`config.mk`:
```
export PLATFORM = sky130hd
export DESIGN_NAME = lc4_writeback_stage
export DESIGN_NICKNAME = d
export VERILOG_FILES = /design/src/rtl/lc4_writeback_stage.sv
export SDC_FILE = /design/constraint.sdc
export NUM_CORES = 1
export LEC_CHECK = 0
export ABC_AREA = 1
export BUFFER_PORTS_ARGS = -buffer_cell sky130_fd_sc_hd__buf_2
export CAP_MARGIN = 20
export CORE_AREA = 2 2 238 240
export DETAILED_ROUTE_END_ITERATION = 16
export DIE_AREA = 0 0 240 242
export GPL_TIMING_DRIVEN = 0
export SYNTH_ARGS = -nofsm -noshare
export SYNTH_HDL_FRONTEND = slang
export SYNTH_SLANG_ARGS = --single-unit
```
`constraint.sdc`:
```
create_clock -name clk -period 1.5 [get_ports clk]
set_input_delay 0.15 -clock clk [delete_from_list [all_inputs] [get_ports clk]]
set_output_delay 0.15 -clock clk [all_outputs]
set_load 0.02 [all_outputs]
```
`src/rtl/lc4_writeback_stage.sv`:
```
// -----------------------------------------------------------------------------
// lc4_writeback_stage
//   Single-entry pipeline stage behind lc4_alu. Holds one ALU result together
//   with its instruction and PC, and on the retire edge commits NZP/carry flags,
//   the illegal-opcode sticky bit and the retired-instruction counter. Register
//   writes and branch/jump redirects are presented combinationally while the
//   instruction is held and take effect when the register file accepts it.
//
// Ports
//   clk, rst_n       rising-edge clock, asynchronous active-low reset
//   i_valid/o_ready  upstream handshake (ALU result in)
//   i_insn, i_pc     instruction (opcode [INSN:INSN-4], rd [INSN-5:INSN-9]) and PC
//   i_result         ALU result
//   o_valid          held instruction presented downstream
//   i_wb_ready       register file accepts this cycle (retire = o_valid & i_wb_ready)
//   o_wr_en/addr/data register-file write port
//   o_carry, o_nzp   committed flags (o_carry feeds the ALU carry input)
//   o_flag_pending   held instruction will update carry or NZP
//   o_redirect       taken branch/jump retiring this cycle, to o_target
//   o_illegal        sticky: an unknown opcode has retired
//   o_retired        retired-instruction counter (wraps)
// -----------------------------------------------------------------------------
module lc4_writeback_stage #(
   parameter int unsigned WORD_SIZE = 256,
   parameter int unsigned INSN      = 19,
   parameter int unsigned IADDR     = 10,
   parameter int unsigned DADDR     = 4,
   parameter int unsigned LINK_REG  = 7
) (
   input  logic                 clk,
   input  logic                 rst_n,
   input  logic                 i_valid,
   output logic                 o_ready,
   input  logic [INSN:0]        i_insn,
   input  logic [IADDR:0]       i_pc,
   input  logic [WORD_SIZE-1:0] i_result,
   output logic                 o_valid,
   input  logic                 i_wb_ready,
   output logic                 o_wr_en,
   output logic [DADDR:0]       o_wr_addr,
   output logic [WORD_SIZE-1:0] o_wr_data,
   output logic                 o_carry,
   output logic [2:0]           o_nzp,
   output logic                 o_flag_pending,
   output logic                 o_redirect,
   output logic [IADDR:0]       o_target,
   output logic                 o_illegal,
   output logic [31:0]          o_retired
);

   typedef enum logic [4:0] {
      OP_NOP    = 5'b00000,
      OP_BRZ    = 5'b00001,
      OP_BRZP   = 5'b00010,
      OP_BRNP   = 5'b00011,
      OP_BRNZ   = 5'b00100,
      OP_ALU_05 = 5'b00101,
      OP_ALU_06 = 5'b00110,
      OP_ALU_07 = 5'b00111,
      OP_JSR    = 5'b01000,
      OP_ALU_09 = 5'b01001,
      OP_RTI    = 5'b01010,
      OP_ALU_0B = 5'b01011,
      OP_ALU_0C = 5'b01100,
      OP_ALU_0D = 5'b01101,
      OP_ALU_0E = 5'b01110,
      OP_ALU_0F = 5'b01111,
      OP_CHKL   = 5'b10000,
      OP_ALU_12 = 5'b10010,
      OP_CHKH   = 5'b10011,
      OP_ALU_14 = 5'b10100,
      OP_ALU_15 = 5'b10101
   } op_e;

   localparam logic [DADDR:0] LINK_ADDR = LINK_REG[DADDR:0];
   localparam logic [IADDR:0] PC_ONE    = {{IADDR{1'b0}}, 1'b1};

   // Held instruction state
   logic                 valid_q;
   logic [4:0]           op_q;
   logic [DADDR:0]       rd_q;
   logic [IADDR:0]       pc_q;
   logic [WORD_SIZE-1:0] res_q;

   // Instruction bits below rd carry nothing this stage needs
   logic insn_unused;
   assign insn_unused = ^i_insn[INSN-DADDR-6:0];

   // Decode of the held opcode
   logic is_alu, is_chkl, is_chkh, is_jsr, is_illegal, br_taken, redirect_held;
   logic res_n, res_z, res_p;
   logic [IADDR:0] pc_inc;

   assign res_n  = res_q[WORD_SIZE-1];
   assign res_z  = (res_q == '0);
   assign res_p  = !res_n && !res_z;
   assign pc_inc = pc_q + PC_ONE;

   always_comb begin
      is_alu        = 1'b0;
      is_chkl       = 1'b0;
      is_chkh       = 1'b0;
      is_jsr        = 1'b0;
      is_illegal    = 1'b0;
      br_taken      = 1'b0;
      redirect_held = 1'b0;
      case (op_q)
         OP_NOP: ;
         OP_BRZ:  br_taken = o_nzp[1];
         OP_BRZP: br_taken = o_nzp[1] | o_nzp[0];
         OP_BRNP: br_taken = o_nzp[2] | o_nzp[0];
         OP_BRNZ: br_taken = o_nzp[2] | o_nzp[1];
         OP_ALU_05, OP_ALU_06, OP_ALU_07, OP_ALU_09, OP_ALU_0B, OP_ALU_0C,
         OP_ALU_0D, OP_ALU_0E, OP_ALU_0F, OP_ALU_12, OP_ALU_14, OP_ALU_15:
            is_alu = 1'b1;
         OP_JSR:  is_jsr = 1'b1;
         OP_RTI:  redirect_held = 1'b1;
         OP_CHKL: is_chkl = 1'b1;
         OP_CHKH: is_chkh = 1'b1;
         default: is_illegal = 1'b1;
      endcase
      redirect_held = redirect_held | br_taken | is_jsr;
   end

   logic load, retire;
   assign o_ready = !valid_q | i_wb_ready;
   assign o_valid = valid_q;
   assign retire  = valid_q & i_wb_ready;
   assign load    = i_valid & o_ready;

   assign o_flag_pending = valid_q & (is_alu | is_chkl | is_chkh);
   assign o_wr_en        = retire & (is_alu | is_jsr);
   assign o_redirect     = retire & redirect_held;

   // Write/target buses derive only from held registers, so they keep their
   // last values after the instruction retires and the stage goes idle.
   assign o_wr_addr = is_jsr ? LINK_ADDR : rd_q;
   assign o_wr_data = is_jsr ? {{(WORD_SIZE-IADDR-1){1'b0}}, pc_inc} : res_q;
   assign o_target  = res_q[IADDR:0];

   always_ff @(posedge clk or negedge rst_n) begin
      if (!rst_n) begin
         valid_q   <= 1'b0;
         op_q      <= '0;
         rd_q      <= '0;
         pc_q      <= '0;
         res_q     <= '0;
         o_carry   <= 1'b0;
         o_nzp     <= 3'b010;
         o_illegal <= 1'b0;
         o_retired <= '0;
      end else begin
         if (retire) begin
            o_retired <= o_retired + 32'd1;
            if (is_alu)     o_nzp     <= {res_n, res_z, res_p};
            if (is_chkl)    o_carry   <= res_q[0];
            if (is_chkh)    o_carry   <= res_q[WORD_SIZE-1];
            if (is_illegal) o_illegal <= 1'b1;
         end
         if (load) begin
            valid_q <= 1'b1;
            op_q    <= i_insn[INSN -: 5];
            rd_q    <= i_insn[INSN-5 -: DADDR+1];
            pc_q    <= i_pc;
            res_q   <= i_result;
         end else if (retire) begin
            valid_q <= 1'b0;
         end
      end
   end

endmodule

```
==> results <==
- The root cell of the clock tree is sky130_fd_sc_hd__clkbuf_16.
- The floorplan step defined a core boundary enclosing 55700 um^2.
- STA puts the critical path data arrival time at 2120 ps.
- The average wire per standard cell is 17.7 um.
- The clock reaches the later pin of the worst-skew pair after 540 ps.
- Among all flip-flop cells after synthesis, the most frequent one is sky130_fd_sc_hd__dfrtp_1.
- The congestion estimate from routability-driven global placement came to 0.846.
- The die is 240 um wide.
- The logic gate share of total power is 35.8%.
- Entering global routing, the biggest net connects 119 pins.
- The footprint of the flip-flops and latches is 7900 um^2.
- The largest fanout on the critical path is 10.
- The share of total power dissipated in the clock network is 30.2%.
- At the pin with the least slew margin, the transition time is 714 ps.
- The library cells used most frequently in the layout, excluding fill and tap cells, are sky130_fd_sc_hd__nor2_1 (383), sky130_fd_sc_hd__buf_2 (363), sky130_fd_sc_hd__dfrtp_1 (304).
- The share of final-layout standard cells stronger than drive strength 1 is 42.2%.
- The async set or reset register ratio after synthesis is 100%.
- The die covers 58100 um^2.
- The max capacitance violation total is 0.
- TritonCTS built the clock tree.
- The checks that failed: negative setup slack.
- The post-synthesis register bit count is 315.
- The final number of setup-violating endpoints is 559.
- The total clock sinks is 315.
- The number of antenna violations at the first check in global routing is 3.
- The fraction of the yosys area taken by sequential cells is 51.2%.
- After layout, the worst setup slack is -766 ps.
- At the worst endpoint, the required time is 1350 ps.
- The final design area excluding fillers is 28200 um^2.
- The total overflow left after global routing is 0.
- The final critical-path share of the clock period is 151%.
- The net count of the finished layout is 3206.
- After the first detailed-routing iteration, the DRC count stood at 719.
- The clock buffer count from CTS is 38.
- In this run, flip-flops and latches consume 34.0% of the power.
- From bottom edge to top edge, the die measures 242 um.
- The leakage power of the design is 13.6 nW.
- The overall global routing resource usage is 21.2%.
- Synthesis handed over a netlist of 1930 instances.
- The footprint of the multi-input gates is 7340 um^2.
- The number of max-slew violations in the final report is 0.
- The clock slew at the register clock pins of the worst setup and hold paths is 60 ps.
- Setup repair after global routing could not meet its margin everywhere.
- The count of endpoints failing hold in the final timing report came to 0.
- The net count after synthesis is 2223.
- The wire length of the first global-routing pass is 96800 um.
- In this run the cell area of the synthesized design comes to 15400 um^2.
- Final hold analysis gives a worst-case slack of 97.1 ps.
- The cell with the biggest individual delay on the critical path is sky130_fd_sc_hd__dfrtp_1.
- The net switching component of the power is 10.5 mW.
- Yosys mapped a number of flops with a built-in enable equal to 0.
- The run finished, with violations left.
- The detail route stage leaves a number of antenna-violating nets equal to 0.
- The post-placement cell area is 20000 um^2.
- The length of the first detailed-routing pass in iterations is 5.
- For this block, the routed nets add up to 65600 um of wire.
- A synthesized cell averages 7.98 um^2.
- The final period demand of the worst path is 2270 ps.
- Dividing the detail-routed via count by the number of cells gives 4.54.
- The worst setup path is launched from a flip-flop.
- In the routed design, unresolved DRC markers number 0.
- Summed over all nets, the half-perimeter wirelength after detailed placement is 42200 um.
- During I/O placement, the number of pins put on the boundary was 605.
- The worst setup path is captured at an output port.
- The max-slew headroom at the worst pin is 52.4%.
- The count of synthesis-stage warnings from yosys is 0.
- On the worst path, the slowest cell contributes a delay of 410 ps.
- The count of buffers added on input and output ports is 594.
- The signal on the critical path passes through nor2_4 > inv_2 > nor3_4 > buf_6 > buf_12 > buf_16 > buf_12 > nor2_2 > buf_6.
- Before CTS, the worst setup slack after placement is -698 ps.
- The clock arrives with 12.4 ps of skew.
- Cell internal power was estimated by the tool at 20.2 mW.
- In this run the core area contains 87 standard-cell rows.
- IR analysis of the VDD net gives a maximum drop of 0.000829 V.
- The via count of the first global-routing pass came to 17600.
- The clock passes through at most 3 buffers.
- The category of the most critical setup path is flip-flop to output port.
- The initial standard-cell utilization of the core is 27.6%.
- The total via count in the routed design is 16800.
- The filler cells instantiated in the layout total 4922.
- The most common cell after layout, fill and taps aside is sky130_fd_sc_hd__nor2_1.
- Of the total power, the share spent switching nets is 34.3%.
- Power spread over the standard cell area amounts to 1090 nW/um^2.
- The synthesized netlist contains 43 unique library cells.
- The deepest level of the CTS H-tree is 2.
- The tightest min-delay check is of the input port to flip-flop type.
- Static timing analysis puts the maximum clock frequency at 441 MHz.
- The layout overhead on the synthesized area is 82.9%.
[worst max-delay path, delay by kind of cell (launching register included)]
family | cells | cell delay [ps]
and+or+nand+nor | 3 | 350
DFF | 1 | 410
buffers and inverters | 6 | 790
[state kept, by name, indices dropped and copies added (netlist names)]
| name | flops |
|---|---|
| o_illegal | 1 |
| o_carry | 1 |
| rd_q | 5 |
| o_nzp | 3 |
| pc_q | 11 |
| res_q | 256 |
| op_q | 5 |
| o_retired | 32 |
| o_valid | 1 |
[logic make-up after synthesis]
group	synth area share, %
AND/OR/NAND/NOR	23.4
buffers and inverters	12.1
flip-flops	51.2
AO/OA/AOI/OAI	9.47
XOR/XNOR	1.99
multiplexers	1.75
adder cells (fa/ha/maj)	0.162
[repair_timing]
action / CTS / global route
cloned: 25 / 2
gates resized for setup: 665 / 260
hold endpoints to repair: 364 / 0
setup endpoints to repair: 560 / 568
pin swaps: 22 / 10
setup buffers: 42 / 10
hold buffers: 279 / 0
[Yosys cell counts, types with 4 or more instances]
cell	count	area, um^2
sky130_fd_sc_hd__dfrtp_1	314	7860
sky130_fd_sc_hd__nand2_1	133	499
sky130_fd_sc_hd__o31ai_1	4	30.0
sky130_fd_sc_hd__nor2_4	5	56.3
sky130_fd_sc_hd__xor2_1	22	193
sky130_fd_sc_hd__buf_2	39	195
sky130_fd_sc_hd__xnor2_1	13	114
sky130_fd_sc_hd__nand2_2	4	25.0
sky130_fd_sc_hd__o21ai_0	10	50.1
sky130_fd_sc_hd__nand3_1	30	150
sky130_fd_sc_hd__inv_1	282	1060
sky130_fd_sc_hd__a21oi_2	10	87.6
sky130_fd_sc_hd__nor2_1	677	2540
sky130_fd_sc_hd__buf_4	23	173
sky130_fd_sc_hd__mux2_2	24	270
sky130_fd_sc_hd__nand4_1	8	50.1
sky130_fd_sc_hd__buf_6	34	383
sky130_fd_sc_hd__nor3_1	12	60.1
sky130_fd_sc_hd__nor2_2	5	31.3
sky130_fd_sc_hd__a21oi_1	247	1240
[metal layers]
metal	vias to the layer above	GRT usage [%]	wire (um)	part of all wire, %
li1	7861	-	-	-
met1	8122	25.0	25600	39
met2	635	37.3	33500	51
met3	179	4.08	3790	5.8
met4	0	9.04	2710	4.1
met5	-	0	0	0
[power groups by stage]
stage	Combinational (mW)	Clock, mW	Sequential (mW)
after floorplan	4.72	0	10.5
after global placement	7.61	0	10.5
after detailed placement	7.65	0	10.5
after CTS	10.1	9.48	10.4
after global routing	11.7	9.81	10.6
final	11.0	9.25	10.4
[area by class of cell]
cell class | instances | area share, %
Antenna cell | 3 | 0.0266
Buffer | 100 | 4.70
Clock buffer | 59 | 4.13
Clock inverter | 9 | 0.262
Inverter | 283 | 3.78
Multi-Input combinational cell | 1232 | 26.1
Sequential cell | 315 | 28.0
Tap cell | 756 | 3.36
Timing Repair Buffer | 943 | 29.7
[worst paths after layout]
path,from,to,slack [ps],cells past startpoint
min in group asynchronous,rst_n,pc_q[7]$_DFFE_PN0P_,220,2
hold reg to reg,o_retired[31]$_DFFE_PN0P_,o_retired[31]$_DFFE_PN0P_,480,1
max in group asynchronous,rst_n,res_q[179]$_DFFE_PN0P_,140,3
hold / removal,i_wb_ready,o_valid$_DFFE_PN0P_,100,4
setup / recovery,op_q[1]$_DFFE_PN0P_,o_wr_data[166],-770,9
setup reg to reg,o_valid$_DFFE_PN0P_,res_q[37]$_DFFE_PN0P_,-220,8
[stage by stage]
stage	std cells	setup TNS, ps	total power [mW]	util [%]
global placement	3280	-2068930	18.1	35.7
detailed placement	3282	-186870	18.2	35.8
CTS	3695	-248080	29.9	49.0
floorplan	1930	-1350	15.2	-
finish	3700	-222690	30.7	50.6
global route	3700	-270100	32.0	50.6
(Power assumes the default switching activity.)
